`config.mk`:
```
export PLATFORM = sky130hd
export DESIGN_NAME = icache_ctrl_flat
export DESIGN_NICKNAME = d
export VERILOG_FILES = /design/src/rtl/icache_ctrl_if.sv /design/src/rtl/icache_ctrl.sv /design/src/flat_wrapper.sv
export SDC_FILE = /design/constraint.sdc
export NUM_CORES = 1
export LEC_CHECK = 0
export BUFFER_PORTS_ARGS = -buffer_cell sky130_fd_sc_hd__buf_4
export CAP_MARGIN = 20
export CORE_MARGIN = 10
export CORE_UTILIZATION = 29
export CTS_CLUSTER_DIAMETER = 80
export DETAILED_ROUTE_END_ITERATION = 12
export GPL_ROUTABILITY_DRIVEN = 0
export SLEW_MARGIN = 0
export SYNTH_ARGS = -nofsm -noshare
export SYNTH_HDL_FRONTEND = slang
export SYNTH_SLANG_ARGS = --single-unit
```
`constraint.sdc`:
```
create_clock -name CLK -period 4.7 [get_ports CLK]
set_input_delay 0.47 -clock CLK [delete_from_list [all_inputs] [get_ports CLK]]
set_output_delay 0.47 -clock CLK [all_outputs]
set_load 0.01 [all_outputs]
```
`src/rtl/icache_ctrl_if.sv`:
```
// Fetch-side and memory-side buses of the direct-mapped instruction cache.
// The slave modport is the cache's view; master is the view of the CPU/memory environment.
interface icache_ctrl_if;
  logic        imemREN;
  logic [31:0] imemaddr;
  logic [31:0] imemload;
  logic        ihit;
  logic        iflush;
  logic        iREN;
  logic [31:0] iaddr;
  logic [31:0] iload;
  logic        iwait;

  modport slave (
    input  imemREN, imemaddr, iflush, iload, iwait,
    output imemload, ihit, iREN, iaddr
  );

  modport master (
    output imemREN, imemaddr, iflush, iload, iwait,
    input  imemload, ihit, iREN, iaddr
  );
endinterface

```
`src/rtl/icache_ctrl.sv`:
```
// Direct-mapped, one-word-per-frame instruction cache controller with a two-state
// miss FSM (IDLE/FETCH) and saturating hit/miss statistics counters.
module icache_ctrl #(
  parameter int SETS  = 16,
  parameter int CNT_W = 32
) (
  input  logic             CLK,
  input  logic             RST,
  icache_ctrl_if.slave     bus,
  output logic [CNT_W-1:0] hit_count,
  output logic [CNT_W-1:0] miss_count
);

  localparam int IDX_W = $clog2(SETS);
  localparam int TAG_W = 30 - IDX_W;

  typedef enum logic [0:0] {
    IDLE  = 1'b0,
    FETCH = 1'b1
  } state_e;

  state_e           state_q, state_d;
  logic [SETS-1:0]  valid_q, valid_d;
  logic [TAG_W-1:0] tag_q  [SETS];
  logic [TAG_W-1:0] tag_d  [SETS];
  logic [31:0]      data_q [SETS];
  logic [31:0]      data_d [SETS];
  logic [31:0]      miss_addr_q, miss_addr_d;
  logic [CNT_W-1:0] hit_count_q, hit_count_d;
  logic [CNT_W-1:0] miss_count_q, miss_count_d;

  logic [IDX_W-1:0] req_idx_s;
  logic [TAG_W-1:0] req_tag_s;
  logic [IDX_W-1:0] fill_idx_s;
  logic [TAG_W-1:0] fill_tag_s;
  logic [SETS-1:0]  fill_mask_s;
  logic             hit_s;
  logic             fill_s;
  logic             unused_addr_lsb_s;

  assign req_idx_s  = bus.imemaddr[IDX_W+1:2];
  assign req_tag_s  = bus.imemaddr[31:IDX_W+2];
  assign fill_idx_s = miss_addr_q[IDX_W+1:2];
  assign fill_tag_s = miss_addr_q[31:IDX_W+2];

  // Byte offset within the fetched word has no meaning for a word cache.
  assign unused_addr_lsb_s = ^bus.imemaddr[1:0];

  // Lookup: a hit needs a valid matching frame, an idle FSM and no flush in progress.
  always_comb begin
    hit_s = 1'b0;
    if (bus.imemREN && !bus.iflush && (state_q == IDLE) &&
        valid_q[req_idx_s] && (tag_q[req_idx_s] == req_tag_s)) begin
      hit_s = 1'b1;
    end else begin
      hit_s = 1'b0;
    end
  end

  // ihit depends only on registered frame state and fetch inputs, never on iload/iwait.
  assign bus.ihit     = hit_s;
  assign bus.imemload = hit_s ? data_q[req_idx_s] : 32'h0000_0000;
  assign bus.iREN     = (state_q == FETCH);
  assign bus.iaddr    = (state_q == FETCH) ? miss_addr_q : 32'h0000_0000;

  // Miss FSM next-state: a fill completes on the first FETCH edge with iwait low.
  always_comb begin
    state_d     = state_q;
    miss_addr_d = miss_addr_q;
    fill_s      = 1'b0;
    case (state_q)
      IDLE: begin
        if (bus.imemREN && !hit_s && !bus.iflush) begin
          state_d     = FETCH;
          miss_addr_d = {bus.imemaddr[31:2], 2'b00};
        end else begin
          state_d = IDLE;
        end
      end
      FETCH: begin
        if (!bus.iwait) begin
          state_d = IDLE;
          fill_s  = 1'b1;
        end else begin
          state_d = FETCH;
        end
      end
      default: begin
        state_d = IDLE;
      end
    endcase
  end

  // Frame update: fill the indexed frame; a simultaneous flush still leaves it invalid.
  always_comb begin
    fill_mask_s = {SETS{1'b0}};
    fill_mask_s[fill_idx_s] = fill_s;
    valid_d = bus.iflush ? {SETS{1'b0}} : (valid_q | fill_mask_s);
    for (int i = 0; i < SETS; i++) begin
      tag_d[i]  = fill_mask_s[i] ? fill_tag_s : tag_q[i];
      data_d[i] = fill_mask_s[i] ? bus.iload  : data_q[i];
    end
  end

  // Statistics counters stick at all-ones instead of wrapping.
  always_comb begin
    hit_count_d  = hit_count_q;
    miss_count_d = miss_count_q;
    if (hit_s && (hit_count_q != {CNT_W{1'b1}})) begin
      hit_count_d = hit_count_q + {{(CNT_W-1){1'b0}}, 1'b1};
    end else begin
      hit_count_d = hit_count_q;
    end
    if (fill_s && (miss_count_q != {CNT_W{1'b1}})) begin
      miss_count_d = miss_count_q + {{(CNT_W-1){1'b0}}, 1'b1};
    end else begin
      miss_count_d = miss_count_q;
    end
  end

  // Control state, valid bits, miss address and counters.
  always_ff @(posedge CLK) begin
    if (RST) begin
      state_q      <= IDLE;
      valid_q      <= {SETS{1'b0}};
      miss_addr_q  <= 32'h0000_0000;
      hit_count_q  <= {CNT_W{1'b0}};
      miss_count_q <= {CNT_W{1'b0}};
    end else begin
      state_q      <= state_d;
      valid_q      <= valid_d;
      miss_addr_q  <= miss_addr_d;
      hit_count_q  <= hit_count_d;
      miss_count_q <= miss_count_d;
    end
  end

  // Tag/data storage is only meaningful behind a valid bit, so it needs no reset; a fill racing reset is dropped.
  always_ff @(posedge CLK) begin
    if (!RST) begin
      tag_q  <= tag_d;
      data_q <= data_d;
    end
  end

  assign hit_count  = hit_count_q;
  assign miss_count = miss_count_q;

endmodule

```
`src/flat_wrapper.sv`:
```
// flat-port wrapper written by rule: the top's interface ports become plain ports
module icache_ctrl_flat 
#(
  parameter int SETS  = 16,
  parameter int CNT_W = 32
)
  (CLK, RST, hit_count, miss_count, bus_imemREN, bus_imemaddr, bus_iflush, bus_iload, bus_iwait, bus_imemload, bus_ihit, bus_iREN, bus_iaddr);
  icache_ctrl_if bus_i ();
  input  logic CLK;
  input  logic RST;
  output logic [CNT_W-1:0] hit_count;
  output logic [CNT_W-1:0] miss_count;
  input wire logic [$bits(bus_i.imemREN)-1:0] bus_imemREN;
  input wire logic [$bits(bus_i.imemaddr)-1:0] bus_imemaddr;
  input wire logic [$bits(bus_i.iflush)-1:0] bus_iflush;
  input wire logic [$bits(bus_i.iload)-1:0] bus_iload;
  input wire logic [$bits(bus_i.iwait)-1:0] bus_iwait;
  output wire logic [$bits(bus_i.imemload)-1:0] bus_imemload;
  output wire logic [$bits(bus_i.ihit)-1:0] bus_ihit;
  output wire logic [$bits(bus_i.iREN)-1:0] bus_iREN;
  output wire logic [$bits(bus_i.iaddr)-1:0] bus_iaddr;
  assign bus_i.imemREN = bus_imemREN;
  assign bus_i.imemaddr = bus_imemaddr;
  assign bus_i.iflush = bus_iflush;
  assign bus_i.iload = bus_iload;
  assign bus_i.iwait = bus_iwait;
  assign bus_imemload = bus_i.imemload;
  assign bus_ihit = bus_i.ihit;
  assign bus_iREN = bus_i.iREN;
  assign bus_iaddr = bus_i.iaddr;
  icache_ctrl #(.SETS(SETS), .CNT_W(CNT_W)) u_core (.CLK(CLK), .RST(RST), .bus(bus_i), .hit_count(hit_count), .miss_count(miss_count));
endmodule
```
; ---- Word level (Yosys, flattened, before mapping)
; Cells that the tools add are included.
; W data, S select, Z words.
[word_totals]
inputBits = 69
register_bits = 1039
output_inout_bits = 130
[op_classes]
bitwise_logic = 5
magnitude_cmp = 4
n_reduce_logical = 29
n_eq_ne = 3
mux = 18
add_sub_neg = 2
[ops]
columns = operator, n
row1 = $bmux W32 S4, 1
row2 = $mux W32, 4
row3 = $bmux W26 S4, 1
row4 = $add A32 B1 Y32 const B, 2
row5 = $ne A32 B32 Y1 const B, 2
row6 = $mux W26, 2
row7 = $reduce_and A2 Y1, 17
row8 = $eq A26 B26 Y1, 1
row9 = $and A16 B16 Y16, 1
row10 = $or A16 B16 Y16, 1
row11 = $lt A4 B5 Y1 const B, 2
row12 = $logic_and A1 B1 Y1, 9
row13 = $mux W1, 7
row14 = $ge A5 B5 Y1 const B, 1
row15 = $not A4 Y5, 1
row16 = $bmux W1 S4, 1
row17 = $demux W1 S4, 1
row18 = $ge A4 B1 Y1 const B, 1
row19 = $logic_not A1 Y1, 2
row20 = $not A1 Y1, 2
row21 = $pmux W1 S2, 1
row22 = $reduce_or A2 Y1, 1

; ---- Depth between registers and ports, before layout
; Gate-level depths: netlist of run 1.
[logic_depth]
depth_word = 12
ltp_mapped = 16
ltp_nobuf = 10

; ---- Worst setup path after synthesis of run 1
; OpenSTA, ideal clock, no wires.
[synth_path]
path_kind = input to register
startpoint = in RST
endpoint = reg u_core.data_q[384] (netlist bit) (enable)
n_path_buf = 2
t_arrival_ns = 3.651
setup_slack_ns = 0.575
setup_time_ns = 0.474
cell_stages = 4
cell_sequence = clkbuf_1 > clkbuf_1 > or3_1 > nor2_1
[synth_via]
elab_chain_cells = 2
[synth_lines]
columns = item, line_no
row1 = start: declaration, flat_wrapper.sv:10  ; input logic RST;
row2 = $not A1 Y1 (no source line), --
row3 = $reduce_and A2 Y1 (no source line), --
row4 = end signal: assignment, icache_ctrl.sv:142  ; data_q <= data_d;
row5 = end: declaration, icache_ctrl.sv:26  ; logic [31:0] data_q [SETS];
; No other way between the ends.
; A chain may end at the register's enable or synchronous reset.

; ---- Final worst setup path of run 1
[layout_path]
startpoint = reg u_core.tag_q[384] (netlist bit)
endpoint = out bus_imemload[30]
[layout_via]
elab_chain_cells = 7
[layout_lines]
columns = item, line_no
row1 = start: declaration, icache_ctrl.sv:24  ; logic [TAG_W-1:0] tag_q [SETS];
row2 = start signal: assignment, icache_ctrl.sv:141  ; tag_q <= tag_d;
row3 = $bmux W26 S4, icache_ctrl.sv:53  ; valid_q[req_idx_s] && (tag_q[req_idx_s] == req_tag_s)) begin
row4 = $mux W26 (implied by the code) (2 in series), icache_ctrl.sv:53
row5 = $eq A26 B26 Y1, icache_ctrl.sv:53
row6 = $logic_and A1 B1 Y1, icache_ctrl.sv:53
row7 = $mux W1, icache_ctrl.sv:52  ; if (bus.imemREN && !bus.iflush && (state_q == IDLE) &&
row8 = $mux W32, icache_ctrl.sv:62  ; assign bus.imemload = hit_s ? data_q[req_idx_s] : 32'h0000_0000;
row9 = end: declaration, flat_wrapper.sv:18  ; output wire logic [$bits(bus_i.imemload)-1:0] bus_imemload;
; No other way between the ends. The select of a mux whose other input is x is not followed.

==> results of run 1 <==
-- synthesized netlist by cell type (5+ instances only) --
master	n
or4_1	11
and3_1	15
edfxtp_1	928
inv_1	10
nor4_1	9
nor2_1	126
mux2_2	12
mux4_1	30
xor2_1	30
o21ai_0	18
nand3b_1	5
buf_6	16
nand4_1	10
nor3b_1	6
nand3_1	31
or3_1	15
a22oi_1	10
mux4_2	225
nand2_1	37
buf_4	10
o31ai_1	13
clkbuf_1	46
nor2b_1	45
and4_1	6
clkbuf_8	5
dfxtp_1	111
a21oi_1	43
buf_1	20
and2_1	32
buf_2	10
mux2i_1	104
xnor2_1	24
-- state kept, by name, indices dropped and copies added, names as in the netlist --
register and cells:
u_core.data_q 512, u_core.tag_q 416, u_core.hit_count 32, u_core.miss_count 32, u_core.miss_addr_q 30, u_core.valid_q 16, u_core.bus.iREN 1
-- timing repair --
action	in CTS	in global routing
cloned	2	0
setup endpoints to repair	16	17
setup buffers	2	2
gates resized for setup	4	1
pin swaps	2	2
-- layer usage --
layer | global-route usage, % | vias to the layer above | wire (um)
met5 | 0 | - | 124
met3 | 3.732 | 121 | 8341
met4 | 2.248 | 20 | 1284
li1 | - | 9113 | -
met1 | 18.86 | 11400 | 48550
met2 | 20.07 | 705 | 48680
-- power by group through the flow --
stage          clock network [mW]  logic (mW)  registers [mW]
2_1_floorplan                   0       0.529            10.3
6_report                     8.37       0.831            10.1
4_1_cts                      8.52       0.846            10.1
5_1_grt                      8.91       0.891            10.1
3_5_place_dp                    0       0.838            10.3
3_3_place_gp                    0       0.833            10.3
-- metrics by stage --
step / setup TNS [ps] / std cells
4_1_cts: 0 / 4342
6_report: 0 / 4346
5_1_grt: -1.813 / 4345
2_1_floorplan: 0 / 2102
3_5_place_dp: 0 / 4155
3_3_place_gp: 0 / 4155
-- kinds of logic (layout without fill, tap and decap cells) --
group           Yosys count  after routing  share of synthesized area, %
compound gates          125            125                         2.003
xor+xnor                 55             55                         1.185
fa+ha+maj                 2              2                       0.06060
buf+inv                 123            474                         1.776
flops                  1039           1039                         72.88
mux                     372            372                         17.06
other cells               1              3                      0.009083
simple gates            384            386                         5.025
-- worst paths after layout --
kind / start / endpoint / slack (ps) / cells after the start
setup / recovery: u_core.tag_q[384]$_DFFE_PP_ / bus_imemload[30] / 150 / 10
hold / removal: bus_imemaddr[20] / u_core.miss_addr_q[20]$_SDFFE_PP0P_ / 50 / 3
setup reg to reg: u_core.tag_q[297]$_DFFE_PP_ / u_core.hit_count[17]$_SDFFE_PP0P_ / 600 / 11
hold reg to reg: u_core.valid_q[7]$_SDFF_PP0_ / u_core.valid_q[7]$_SDFF_PP0_ / 470 / 2
-- cell type report --
class	count	area [um2]	share of cell area (%)
Inverter	11	43.79	0.08922
Multi-Input combinational cell	942	10640	21.67
Antenna cell	1	2.502	0.005098
Sequential cell	1039	30090	61.31
Timing Repair Buffer	280	2544	5.183
Clock buffer	125	2605	5.307
Tap cell	1890	2365	4.818
Clock inverter	58	797.0	1.624
-- tightest hold or removal path, stage by stage --
cell	delay, ps
buf_4	90
mux2i_1	60
nor2_1	70
==> impl_metrics.ini, run 1 <==
[sta]
max_clock_freq_ghz = 0.2199
fin_worst_skew_ps = 46.83
holdWs_ps = 47.70
maxSlewViolCount = 0
maxSlewHeadroom_pct = 32.20
finalHoldViolCount = 0
tightest_slew_ps = 1017
fin_ws_ps = 152.4
setup_viol = 0
period_needed_ps = 4548
finalCritPeriodShare_pct = 96.76

[floorplan]
dieHeight_um = 397.3
floorplan.die_area_um2 = 157900
core_area_um2 = 141400
die_x_um = 397.3
start_util_pct = 29.19
row_count = 138
io_pins = 199

[clocking]
cts_hold_buf = 0
cts_max_path_buffers = 3
cts_buffers = 98
clk_latency_ps = 700
cts-root-buf = clkbuf_16
clk_pin_slew_worst_paths_ps = 60
cts_max_level = 3
cts_tree = yes
cts.sinks = 1039

[drt]
drc = 0
via_per_inst = 4.915
wl_per_cell_um = 24.62
ant_nets = 0
dr_total_vias = 21359
dr.pass1.iters = 7
wl_um = 107000
drt_iter0_markers = 1828

[power_and_ir_drop]
pwr-share-clk_pct = 43.3
comb_power_share_pct = 4.3
total_power_mw = 19.32
p_sw_mw = 4.005
p_per_area_nw_per_um2 = 393.7
leakagePower_nw = 15.57
ir_drop_uv = 392.4
p_int_mw = 15.32
seqPwrFrac_pct = 52.4
swShare_pct = 20.73

[logic_synthesis]
synth_cell_types = 82
netlist_instances = 2101
avgSynthCellArea_um2 = 19.65
yosys_warnings = 0
yosysTopAreaCell = edfxtp_1
async_reset_ff_share_pct = 0
synth_top_area_share_pct = 67.50
mappedNetlistArea_um2 = 41280
netlist_top_cells_area = edfxtp_1, mux4_2, dfxtp_1
synth_flop_cell = edfxtp_1
ys_seq_elements = 1039
yosysSeqAreaShare_pct = 72.88
synth_edf_count = 928

[setup_path]
endpoint_kind = primary output
path_class = flop to primary output
crit_family = simple AND/OR/NAND/NOR gates
cp.required_ps = 4230
crit_path_top_delay_cell = mux4_2
critical_path.max_stage_delay_ps = 540
path_cells = mux4_1, mux4_2, xnor2_4, o21ai_0, nor4_2, nand4_4, or2_2, nor2b_1, buf_4, buf_4
critPathMaxFanout = 5
critical_path.startpoint_type = flop
crit_top_cell = buf_4
crit_buf_inv = 2
arrival_ps = 4080

[final_layout]
final_nets = 2443
drive_gt1_share_pct = 28.80
layout_common_cells = edfxtp_1, buf_4, mux4_2
utilization_pct = 34.71
fillCellCount = 13175
final_common_cell = edfxtp_1
stdcell_area_um2 = 49080
area_growth_pct = 18.89

[hold_path]
hp-class = primary input to flop

[grt]
grt_max_degree = 95
grt_usage_pct = 13.17
grt_antenna_before_repair = 13
grt_pass1_vias = 21503
grt-ovfl-total = 0
grt_pass1_wl_um = 153500

[job]
max_cap_violations = 0

[place]
placedInstanceArea_um2 = 45590
port_buffers = 194
pre_cts_ws_ps = 283.3
hpwl_um = 61090

[outcome]
outcome = complete, no violations
Power figures use the tool's default switching activity.
==> run 2: changes to the inputs <==
Settings changed: CORE_UTILIZATION 29 to 55, PLACE_DENSITY set to 0.75.
Clock period 4.7 ns to 3.8 ns, I/O delays scaled along.
==> run 2 against run 1 <==
Effect of this change:
- the flow now finishes with violations (setup timing)
- worst hold slack got worse by 26 ps
- sequential power increased by 24%
- core utilization increased by 31 points
- register-to-register slack got worse by 780 ps
- global-route usage increased by 9.9 points
- design area increased by 0.11%
- total power increased by 22%
- sequential share of layout area decreased by 0.067 points
- sequential cell count unchanged
- die area decreased by 45%
- final cell count decreased by 19%
- first-iteration DRC count increased by 17%
- largest cell class unchanged
- largest power group unchanged
==> impl_metrics.ini, run 2 (same netlist as run 1, synthesis figures left out) <==
[outcome]
outcome = finished with violations
violations = setup timing

[final_layout]
drive_gt1_share_pct = 31.17
top_regs = u_core.data_q: 512 flops, u_core.tag_q: 416 flops
final_nets = 2529
final_common_cell = edfxtp_1
top_register = u_core.data_q
layout_common_cells = edfxtp_1, buf_4, mux4_2
area_growth_pct = 19.02
largest_reg_flops = 512
utilization_pct = 66.00

[drt]
wl_um = 101400
drc = 0
ant_nets = 0
wl_per_cell_um = 28.83
via_per_inst = 6.295
drt_iter0_markers = 2142
dr_total_vias = 22132
dr.pass1.iters = 7

[setup_path]
cp.required_ps = 3420
crit_path_top_delay_cell = mux4_2
arrival_ps = 3920
critPathMaxFanout = 8
critical_path.max_stage_delay_ps = 500
endpoint_kind = primary output
path_class = flop to primary output
path_cells = mux4_2, mux4_2, xnor2_2, buf_4, o21ai_2, or3b_4, nand4b_4, or2_4, clkbuf_16, nor2b_1, buf_4
critical_path.startpoint_type = flop

[clocking]
cts_buffers = 103
cts_max_level = 3
cts-root-buf = clkbuf_16
cts_max_path_buffers = 3
clk_pin_slew_worst_paths_ps = 60
cts.sinks = 1039
clk_latency_ps = 670
cts_tree = yes

[grt]
grt_antenna_before_repair = 4
grt-ovfl-total = 0
grt_pass1_wl_um = 147600
grt_max_degree = 98
grt_usage_pct = 23.06
grt_pass1_vias = 22673

[power_and_ir_drop]
total_power_mw = 23.52
p_per_area_nw_per_um2 = 478.7
ir_drop_uv = 525.2
leakagePower_nw = 16.11

[sta]
period_needed_ps = 4297
setup_viol = 53
maxSlewHeadroom_pct = 28.48
finalHoldViolCount = 0
max_clock_freq_ghz = 0.2327
finalCritPeriodShare_pct = 113.1
fin_worst_skew_ps = 40.42
holdWs_ps = 22.05
fin_ws_ps = -496.6
tightest_slew_ps = 1073
maxSlewViolCount = 0
timing.setup.tns_ps = -17550
rsz0062_at_grt = true

[place]
pre_cts_ws_ps = -215.8
hpwl_um = 54110
port_buffers = 194

[hold_path]
hp-class = primary input to flop

[floorplan]
start_util_pct = 55.46
io_pins = 199
die_x_um = 294.0
dieHeight_um = 294.0
core_area_um2 = 74450
floorplan.die_area_um2 = 86420
row_count = 100

[job]
max_cap_violations = 0
==> run 2: worst max-delay path, delay by kind of cell, from the launching register on <==
family | cells | cell delay (ps)
xor+xnor | 1 | 180
flops | 1 | 370
buf+inv | 3 | 540
simple gates | 4 | 1110
compound gates | 1 | 50
mux | 2 | 980
==> run 2: timing repair <==
item                                    CTS  global route
setup buffers                             2             4
endpoints found under the setup margin   40            53
resized for setup                        64            51
cloned                                    3             3
hold buffers                             42             0
pin swaps                                 4             4
hold endpoints to repair                514             0
==> run 2: area by class of cell <==
class	count	area, um2
Sequential cell	1039	30090
Fill cell	4701	25310
Multi-Input combinational cell	940	10950
Timing Repair Buffer	363	3543
Clock buffer	136	2751
Tap cell	969	1212
Clock inverter	55	536.8
Inverter	11	42.54
Antenna cell	3	7.507
==> run 2: worst paths after layout <==
kind | start | to | slack, ps | cells past startpoint
setup / recovery | u_core.tag_q[11]$_DFFE_PP_ | bus_imemload[20] | -500 | 11
setup reg to reg | u_core.tag_q[11]$_DFFE_PP_ | u_core.hit_count[17]$_SDFFE_PP0P_ | -180 | 13
hold reg to reg | u_core.valid_q[3]$_SDFF_PP0_ | u_core.valid_q[3]$_SDFF_PP0_ | 470 | 2
hold / removal | bus_imemaddr[16] | u_core.miss_addr_q[16]$_SDFFE_PP0P_ | 20 | 3
==> run 2: through the flow <==
step / std cells / cell area (um2)
after floorplan: 2102 / 41320
after global placement: 3268 / 44710
after detailed placement: 3268 / 44710
after CTS: 3506 / 48790
after global routing: 3514 / 49130
final: 3516 / 49140
==> run 2: layer usage <==
| metal | global-route usage, % | part of all wire (%) | vias to the layer above |
|---|---|---|---|
| li1 | - | - | 9275 |
| met1 | 30.43 | 38 | 11576 |
| met2 | 37.85 | 49 | 1104 |
| met3 | 5.694 | 9.3 | 173 |
| met4 | 6.642 | 2.9 | 4 |
| met5 | 0 | 0.021 | - |
==> run 2: where the power goes <==
| group | switching, mW | internal (mW) | total, mW |
|---|---|---|---|
| clock | 4.28 | 5.60 | 9.88 |
| sequential | 0.0788 | 12.4 | 12.5 |
| combinational | 0.565 | 0.553 | 1.12 |
| total | 4.92 | 18.6 | 23.5 |
